===== src/rtl/seg7_2_bin.sv =====
// seg7_2_bin: converts four captured 7-segment displays (display 3 most
// significant) into a 12-bit binary value. One digit is folded in per clock,
// starting from the most significant display. The result and its VALID/ERR
// pulse appear four edges after the accepted START.
// Optional build macro SEG7_2_BIN_SAT_EN: when defined, valid values above
// 4095 saturate to 0xFFF with no error. Otherwise they report ERR with OUT=0.
module seg7_2_bin (
    input  logic        CLK_i,
    input  logic        RST_i,
    input  logic        START_i,
    input  logic [3:0]  INa_i,
    input  logic [3:0]  INb_i,
    input  logic [3:0]  INc_i,
    input  logic [3:0]  INd_i,
    input  logic [3:0]  INe_i,
    input  logic [3:0]  INf_i,
    input  logic [3:0]  INg_i,
    output logic [11:0] OUT_o,
    output logic        VALID_o,
    output logic        ERR_o,
    output logic        BUSY_o
);

    typedef enum logic {
        IDLE = 1'b0,
        DEC  = 1'b1
    } state_t;

    state_t      state_q, state_d;
    logic [1:0]  idx_q,   idx_d;
    logic [13:0] acc_q,   acc_d;
    logic        err_q,   err_d;
    logic [6:0]  seg_q [4];
    logic [6:0]  seg_d [4];
    logic [11:0] out_q,   out_d;
    logic        valid_q, valid_d;
    logic        eout_q,  eout_d;

    logic [6:0]  cur_pat;
    logic [4:0]  cur_dec;
    logic        dig_ok;
    logic [13:0] acc_mac;

    // Returns {valid, value}. Any pattern outside the ten glyphs is invalid.
    function automatic logic [4:0] decode_digit(input logic [6:0] pat);
        logic [4:0] r;
        case (pat)
            7'h3F:   r = 5'h10;
            7'h06:   r = 5'h11;
            7'h5B:   r = 5'h12;
            7'h4F:   r = 5'h13;
            7'h66:   r = 5'h14;
            7'h6D:   r = 5'h15;
            7'h7D:   r = 5'h16;
            7'h07:   r = 5'h17;
            7'h7F:   r = 5'h18;
            7'h6F:   r = 5'h19;
            default: r = 5'h00;
        endcase
        return r;
    endfunction

    // Decode the digit selected by the index and fold it into the accumulator.
    // An invalid digit contributes 0, so the accumulator never exceeds 9999.
    always_comb begin
        cur_pat = seg_q[idx_q];
        cur_dec = decode_digit(cur_pat);
        dig_ok  = cur_dec[4];
        acc_mac = (acc_q * 14'd10) + {10'd0, cur_dec[3:0]};
    end

    // Next-state and output logic for the IDLE/DEC sequencer.
    always_comb begin
        // NOTE: every variable gets a default first, so no path leaves one unassigned and infers a latch.
        state_d = state_q;
        idx_d   = idx_q;
        acc_d   = acc_q;
        err_d   = err_q;
        seg_d   = seg_q;
        out_d   = out_q;
        valid_d = 1'b0;
        eout_d  = 1'b0;

        case (state_q)
            IDLE: begin
                if (START_i) begin
                    for (int i = 0; i < 4; i++) begin
                        seg_d[i] = {INg_i[i], INf_i[i], INe_i[i], INd_i[i],
                                    INc_i[i], INb_i[i], INa_i[i]};
                    end
                    acc_d   = '0;
                    err_d   = 1'b0;
                    idx_d   = 2'd3;
                    state_d = DEC;
                end
            end
            DEC: begin
                acc_d = acc_mac;
                err_d = err_q | ~dig_ok;
                idx_d = idx_q - 2'd1;
                if (idx_q == 2'd0) begin
                    state_d = IDLE;
                    valid_d = 1'b1;
                    if (err_q || !dig_ok) begin
                        out_d  = '0;
                        eout_d = 1'b1;
                    end else if (acc_mac > 14'd4095) begin
`ifdef SEG7_2_BIN_SAT_EN
                        out_d  = 12'hFFF;
                        eout_d = 1'b0;
`else
                        out_d  = '0;
                        eout_d = 1'b1;
`endif
                    end else begin
                        out_d  = acc_mac[11:0];
                        eout_d = 1'b0;
                    end
                end
            end
            default: state_d = IDLE;
        endcase
    end

    // State registers with asynchronous active-high reset.
    always_ff @(posedge CLK_i or posedge RST_i) begin
        // NOTE: non-blocking assignments keep every register sampling pre-edge values.
        if (RST_i) begin
            state_q <= IDLE;
            idx_q   <= 2'd3;
            acc_q   <= '0;
            err_q   <= 1'b0;
            out_q   <= '0;
            valid_q <= 1'b0;
            eout_q  <= 1'b0;
            // NOTE: the capture registers are reset too, so no stale display data survives a reset.
            for (int i = 0; i < 4; i++) begin
                seg_q[i] <= '0;
            end
        end else begin
            state_q <= state_d;
            idx_q   <= idx_d;
            acc_q   <= acc_d;
            err_q   <= err_d;
            out_q   <= out_d;
            valid_q <= valid_d;
            eout_q  <= eout_d;
            seg_q   <= seg_d;
        end
    end

    assign OUT_o   = out_q;
    assign VALID_o = valid_q;
    assign ERR_o   = eout_q;
    assign BUSY_o  = (state_q == DEC);

endmodule


===== config.mk =====
export PLATFORM = sky130hd
export DESIGN_NAME = seg7_2_bin
export DESIGN_NICKNAME = d
export VERILOG_FILES = /design/src/rtl/seg7_2_bin.sv
export SDC_FILE = /design/constraint.sdc
export NUM_CORES = 1
export LEC_CHECK = 0
export ABC_AREA = 1
export ABC_CLOCK_PERIOD_IN_PS = 3910
export CORE_ASPECT_RATIO = 1.4
export CORE_MARGIN = 2
export CORE_UTILIZATION = 50
export CTS_CLUSTER_DIAMETER = 80
export DETAILED_ROUTE_END_ITERATION = 12
export GPL_ROUTABILITY_DRIVEN = 0
export HOLD_SLACK_MARGIN = 0.06
export PLACE_DENSITY_LB_ADDON = 0.1
export SKIP_CTS_REPAIR_TIMING = 1
export SLEW_MARGIN = 20
export SYNTH_ARGS = -nofsm -noshare
export SYNTH_HDL_FRONTEND = slang
export SYNTH_SLANG_ARGS = --single-unit

===== constraint.sdc =====
create_clock -name CLK_i -period 3.91 [get_ports CLK_i]
set_input_delay 0.782 -clock CLK_i [delete_from_list [all_inputs] [get_ports CLK_i]]
set_output_delay 0.782 -clock CLK_i [all_outputs]
set_load 0.02 [all_outputs]

# Yosys cells after proc, flatten, opt, wreduce, memory -nomap -nowiden
# Index checks and enable logic that the tools add are counted.
# op_classes
addsub,2
mul,1
n_lt_le_gt_ge,2
eq_ne,11
mux,21
n_bitwise,4
reduce_logical,5
# op_table
op,n
$pmux W5 S10,1
$eq A7 B7 Y1 const B,7
$pmux W14 S2,1
$mux W12,2
$add A14 B4 Y14,1
$bmux W7 S2,1
$eq A7 B3 Y1 const B,2
$gt A14 B12 Y1 const B,1
$mul A14 B3 Y13 const B,1
$mux W14,1
$mux W7,2
$mux W1,9
$eq A7 B6 Y1 const B,1
$pmux W1 S2,2
$pmux W2 S2,1
$reduce_and A2 Y1,2
$ge A3 B3 Y1 const B,1
$not A2 Y3,1
$logic_not A2 Y1,1
$mux W2,1
$ne A2 B2 Y1 const B,1
$not A1 Y1,2
$sub A2 B1 Y2 const B,1
$logic_not A1 Y1,1
other kinds (2),2
# word_totals
register_bits,60
in_bits,31
output_inout_bits,15
elab_cells,57

# Longest topological paths before layout
# logic_depth
depth_word,12
depth_mapped,28
ltp_nobuf,25

# Worst setup path before layout
# OpenSTA, ideal clock, no wires.
# synth_timing
kind,register -> register
startpoint,register idx_q[0]
endpoint,register out_q[11] (netlist: OUT_o[11])
setup_time_ns,0.073
arrival_time_ns,2.997
t_required_ns,3.837
slack_ns,0.840
path_stages_with_launch,28
n_path_buf,3
synth_period_minus_slack_ns,3.070
cell_sequence,dfstp_2 -> buf_6 -> inv_8 -> buf_12 -> nand2_4 -> nand3_2 -> nand2_4 -> inv_2 -> nand2_1 -> nor2_1 -> nand2_1 -> nand2_2 -> nor2_2 -> inv_1 -> ha_1 -> nand3_1 -> nand2_1 -> nand2_1 -> nor2_1 -> nand3_1 -> nor2_2 -> nand2_1 -> nand2_1 -> nand2_1 -> nor2_2 -> nand2_2 -> buf_6 -> a21oi_2
# synth_between
elab_chain_cells,10
word_cells_on_any_way,23
classes_between,add/sub (1); order compare (1); eq/ne (10); mux (6); bitwise (1); reduce/logical (4)
# synth_lines
item,line_no,text
from (decl),30,"logic [1:0] idx_q, idx_d;"
from (signal assigned),142,idx_q <= idx_d;
$not A2 Y3 (implied by the code),66,cur_pat = seg_q[idx_q];
$bmux W7 S2,66,
$mux W7 (implied by the code) (2 in a row),66,
$eq A7 B7 Y1 (tied with other cells),47,case (pat)
$pmux W5 S10,47,
$add A14 B4 Y14,69,"acc_mac = (acc_q * 14'd10) + {10'd0, cur_dec[3:0]};"
$gt A14 B12 Y1,107,end else if (acc_mac > 14'd4095) begin
$mux W12,107,
$mux W12,104,if (err_q || !dig_ok) begin
to (signal assigned),145,out_q <= out_d;
to (decl),35,"logic [11:0] out_q, out_d;"
# Parallel ways exist; a longest one is shown, timed or not. The select of a mux whose other input is x is not followed.
# A chain may end at the register's enable or synchronous reset.

# Worst setup path after layout
# layout_timing
startpoint,register idx_q[0]
endpoint,register out_q[9] (netlist: OUT_o[9])
# The elaborated chain is that of the path after synthesis.

==> metrics.md <==
| Metric | Value |
|---|---|
| First-pass GRT wire length | approximately 14000 um |
| Synthesized cell area | between 3000 and 4000 um^2 |
| Filler cell count | approximately 760 |
| Worst min-delay path category | register to register |
| Synth top area share | 0.363 |
| Primary FF master, synth | dfrtp_1 |
| Setup CP Type | register to register |
| EDFF count, synth | 0 |
| Count of TritonRoute iterations in the first routing pass | 4 |
| Initial antenna violation count | 0 |
| ANT cells | 0 |
| Pin count of the biggest net entering global routing | 43 |
| Syn Nets | approximately 530 |
| Core area | 7700 um^2 |
| Final #Nets | approximately 570 |
| FFs w/ async S/R, synth | 1.00 |
| Yosys cell types | 36 |
| Leakage | between 2 and 2.5 nW |
| RSZ-0062 raised after global routing | false |
| Drt wl/cell | around 13 um |
| Syn avg cell area | around 8.4 um^2 |
| Sequential area share after synthesis | 0.376 |
| CTS tree | built |
| Clock root buffer | clkbuf_8 |
| Mapped Cells | approximately 470 |
| Max Transition Viols Final | 0 |
| Total Power | around 3.2 mW |
| Remaining DRCs | 0 |
| Slew HR | 0.419 |
| #FFs+latches synth | 59 |
| Crit path launch type | register |
| H-tree levels | 3 |
| Hold Slack | slightly below 0.5 ns |
| DP HPWL | around 6500 um |
| Congestion Overflow GR | 0 |
| Vias | approximately 3200 |
| Sink Count | between 50 and 60 |
| Crit path DAT | ~3.7 ns |
| # setup viols final | 0 |
| DR vias/cell | between 5 and 6 |
| Reg2reg setup slack | between 0.4 and 0.5 ns |
| Slew @ Worst Pin | just under 0.9 ns |
| Multi-input gate area | 2160 um^2 |
| Share of post-route cells with drive strength above 1 | 0.206 |
| Maximum clock frequency | between 0.2 and 0.3 GHz |
| Status | completed |
| Final Routed Wirelength | about 8200 um |
| Final Hold Fails | 0 |
| VDD IR max | 0.000403 V |
| Synth area leaders | dfrtp_1 (36%), nand2_1 (13%), mux2_2 (7.4%) |
| Final core utilization | 0.600 |
| IO Port Bufs | between 40 and 50 |
| Bufs on Longest Clock Path | 2 |
| CTS buffer count | 9 |
| Site row count | 38 |
| Max-cap violations | 0 |
| Pwr/cell area | a little under 700 nW/um^2 |
| Fin crit period | around 3.5 ns |
| Reg clk slew, reported paths | 0.07 ns |
| Setup TNS | 0 ns |
| Number of I/O pins | 46 |
| Die W | around 80 um |
| Register area | around 1500 um^2 |
| YS warnings | 0 |
| Total GRT Usage | 0.208 |
| Starting density of the core | 0.511 |
| Worst setup EP type | register |
| Die footprint | approximately 8600 um^2 |
| Dominant cell type by area after synthesis | dfrtp_1 |
| Fin crit share | 0.889 |
| Worst-skew pair later-pin latency | roughly 0.34 ns |
| Initial DRC Count | between 150 and 200 |
| Die Y | around 110 um |
| Layout overhead on the synthesized area | 17.5% |
| Worst Path Max Fanout | 18 |
| Post-route setup slack | 0.433 ns |
| Antenna viol nets, final | 0 |
| Max Clock Skew | 0.00998 ns |
| DP Worst Slack | roughly 0.32 ns |
| Vias in the first global route | roughly 3100 |
| WP data required | ~4.2 ns |
## path summary, 6_finish.rpt
path / startpoint / endpoint / depth (start not counted)
worst max-delay path: idx_q[0]$_DFFE_PP1P_ / OUT_o[9]$_DFFE_PP0P_ / 24
worst min-delay path: OUT_o[9]$_DFFE_PP0P_ / OUT_o[9]$_DFFE_PP0P_ / 2
worst max register to register: idx_q[0]$_DFFE_PP1P_ / OUT_o[9]$_DFFE_PP0P_ / 24
worst min register to register: OUT_o[9]$_DFFE_PP0P_ / OUT_o[9]$_DFFE_PP0P_ / 2
max in group asynchronous: RST_i / seg_q[3]$_DFFE_PP0P_ / 3
min in group asynchronous: RST_i / seg_q[27]$_DFFE_PP0P_ / 2
## cells in the mapped netlist (2+ instances only)
cell type,number
a21oi_1,9
a21oi_2,5
a22o_1,6
buf_6,4
clkbuf_1,4
dfrtp_1,57
dfstp_2,2
fa_1,2
ha_1,23
inv_1,41
inv_2,3
mux2_2,26
nand2_1,135
nand2_2,20
nand2_4,7
nand3_1,40
nand3_2,6
nand4_1,2
nor2_1,26
nor2_2,7
o21ai_0,13
o21ai_2,6
or2_2,3
xnor2_1,3
xor2_1,8
## area by class of cell
type | instances | share of cell area
multi-input cells | 352 | 0.468
flip-flops and latches | 59 | 0.321
repair buffers | 48 | 0.102
inverters | 45 | 0.0382
clock buffers | 10 | 0.0298
well taps | 100 | 0.0271
clock inverters | 6 | 0.0138
## metal layers
| layer | routed length, um | share of wire | GRT usage | vias up |
|---|---|---|---|---|
| li1 | - | - | - | 1612 |
| met1 | 3160 | 0.39 | 0.213 | 1495 |
| met2 | 4690 | 0.57 | 0.410 | 46 |
| met3 | 187 | 0.023 | 0.0455 | 10 |
| met4 | 143 | 0.017 | 0.0690 | 0 |
| met5 | 0 | 0 | 0 | - |
## where the power goes
group          switching [mW]  internal [mW]
Sequential              0.216          0.852
Clock                   0.253          0.311
Combinational           0.923          0.636
## stage by stage
| step | std cells | instance area, um^2 |
|---|---|---|
| detailed placement | 604 | 4410 |
| CTS | 620 | 4620 |
| global placement | 604 | 4410 |
| global route | 620 | 4620 |
| finish | 620 | 4620 |
| floorplan | 469 | 3930 |
## layout by cell type (no fill, tap or decap), drive strengths merged, types with 4 or more instances in the layout
cell type      Yosys  final
a21oi             14     14
a22o               6      6
clkbuf             6     10
clkdlybuf4s50      0     45
dfrtp             57     57
ha                23     23
inv               45     46
mux2              26     26
nand2            162    162
nand3             46     46
nor2              33     33
o21ai             19     19
or2                4      4
xor2               8      8
## state kept, by name, summed over array words and instances, names as in the netlist
signal / count
seg_q: 28
BUSY_o: 1
acc_q: 13
idx_q: 2
ERR_o: 1
err_q: 1
VALID_o: 1
OUT_o: 12
## critical path: stages, from the launching register on
cell and delay (ns):
dfstp_4 0.75, inv_8 0.11, nand2_1 0.09, nand2_1 0.06, nand2_1 0.06, nand2_2 0.06
nand2_1 0.10, nor2_1 0.06, nand2_1 0.10, nand2_2 0.05, nor2_2 0.13, inv_1 0.09
ha_1 0.28, nand3_1 0.08, nand2_1 0.08, nand2_1 0.07, nor2_1 0.15, nand3_1 0.15
nor2_2 0.18, nand2_1 0.07, nand2_1 0.06, nand2_1 0.07, nor2_2 0.14, nand2_2 0.22
o21ai_0 0.20
## kinds of logic after synthesis
group	share of synthesized area
AND/OR/NAND/NOR	0.292
buffers and inverters	0.0744
AO/OA/AOI/OAI	0.0722
adder cells (fa/ha/maj)	0.0834
XOR/XNOR	0.0245
flip-flops	0.376
multiplexers	0.0770
Power figures use the tool's default switching activity.
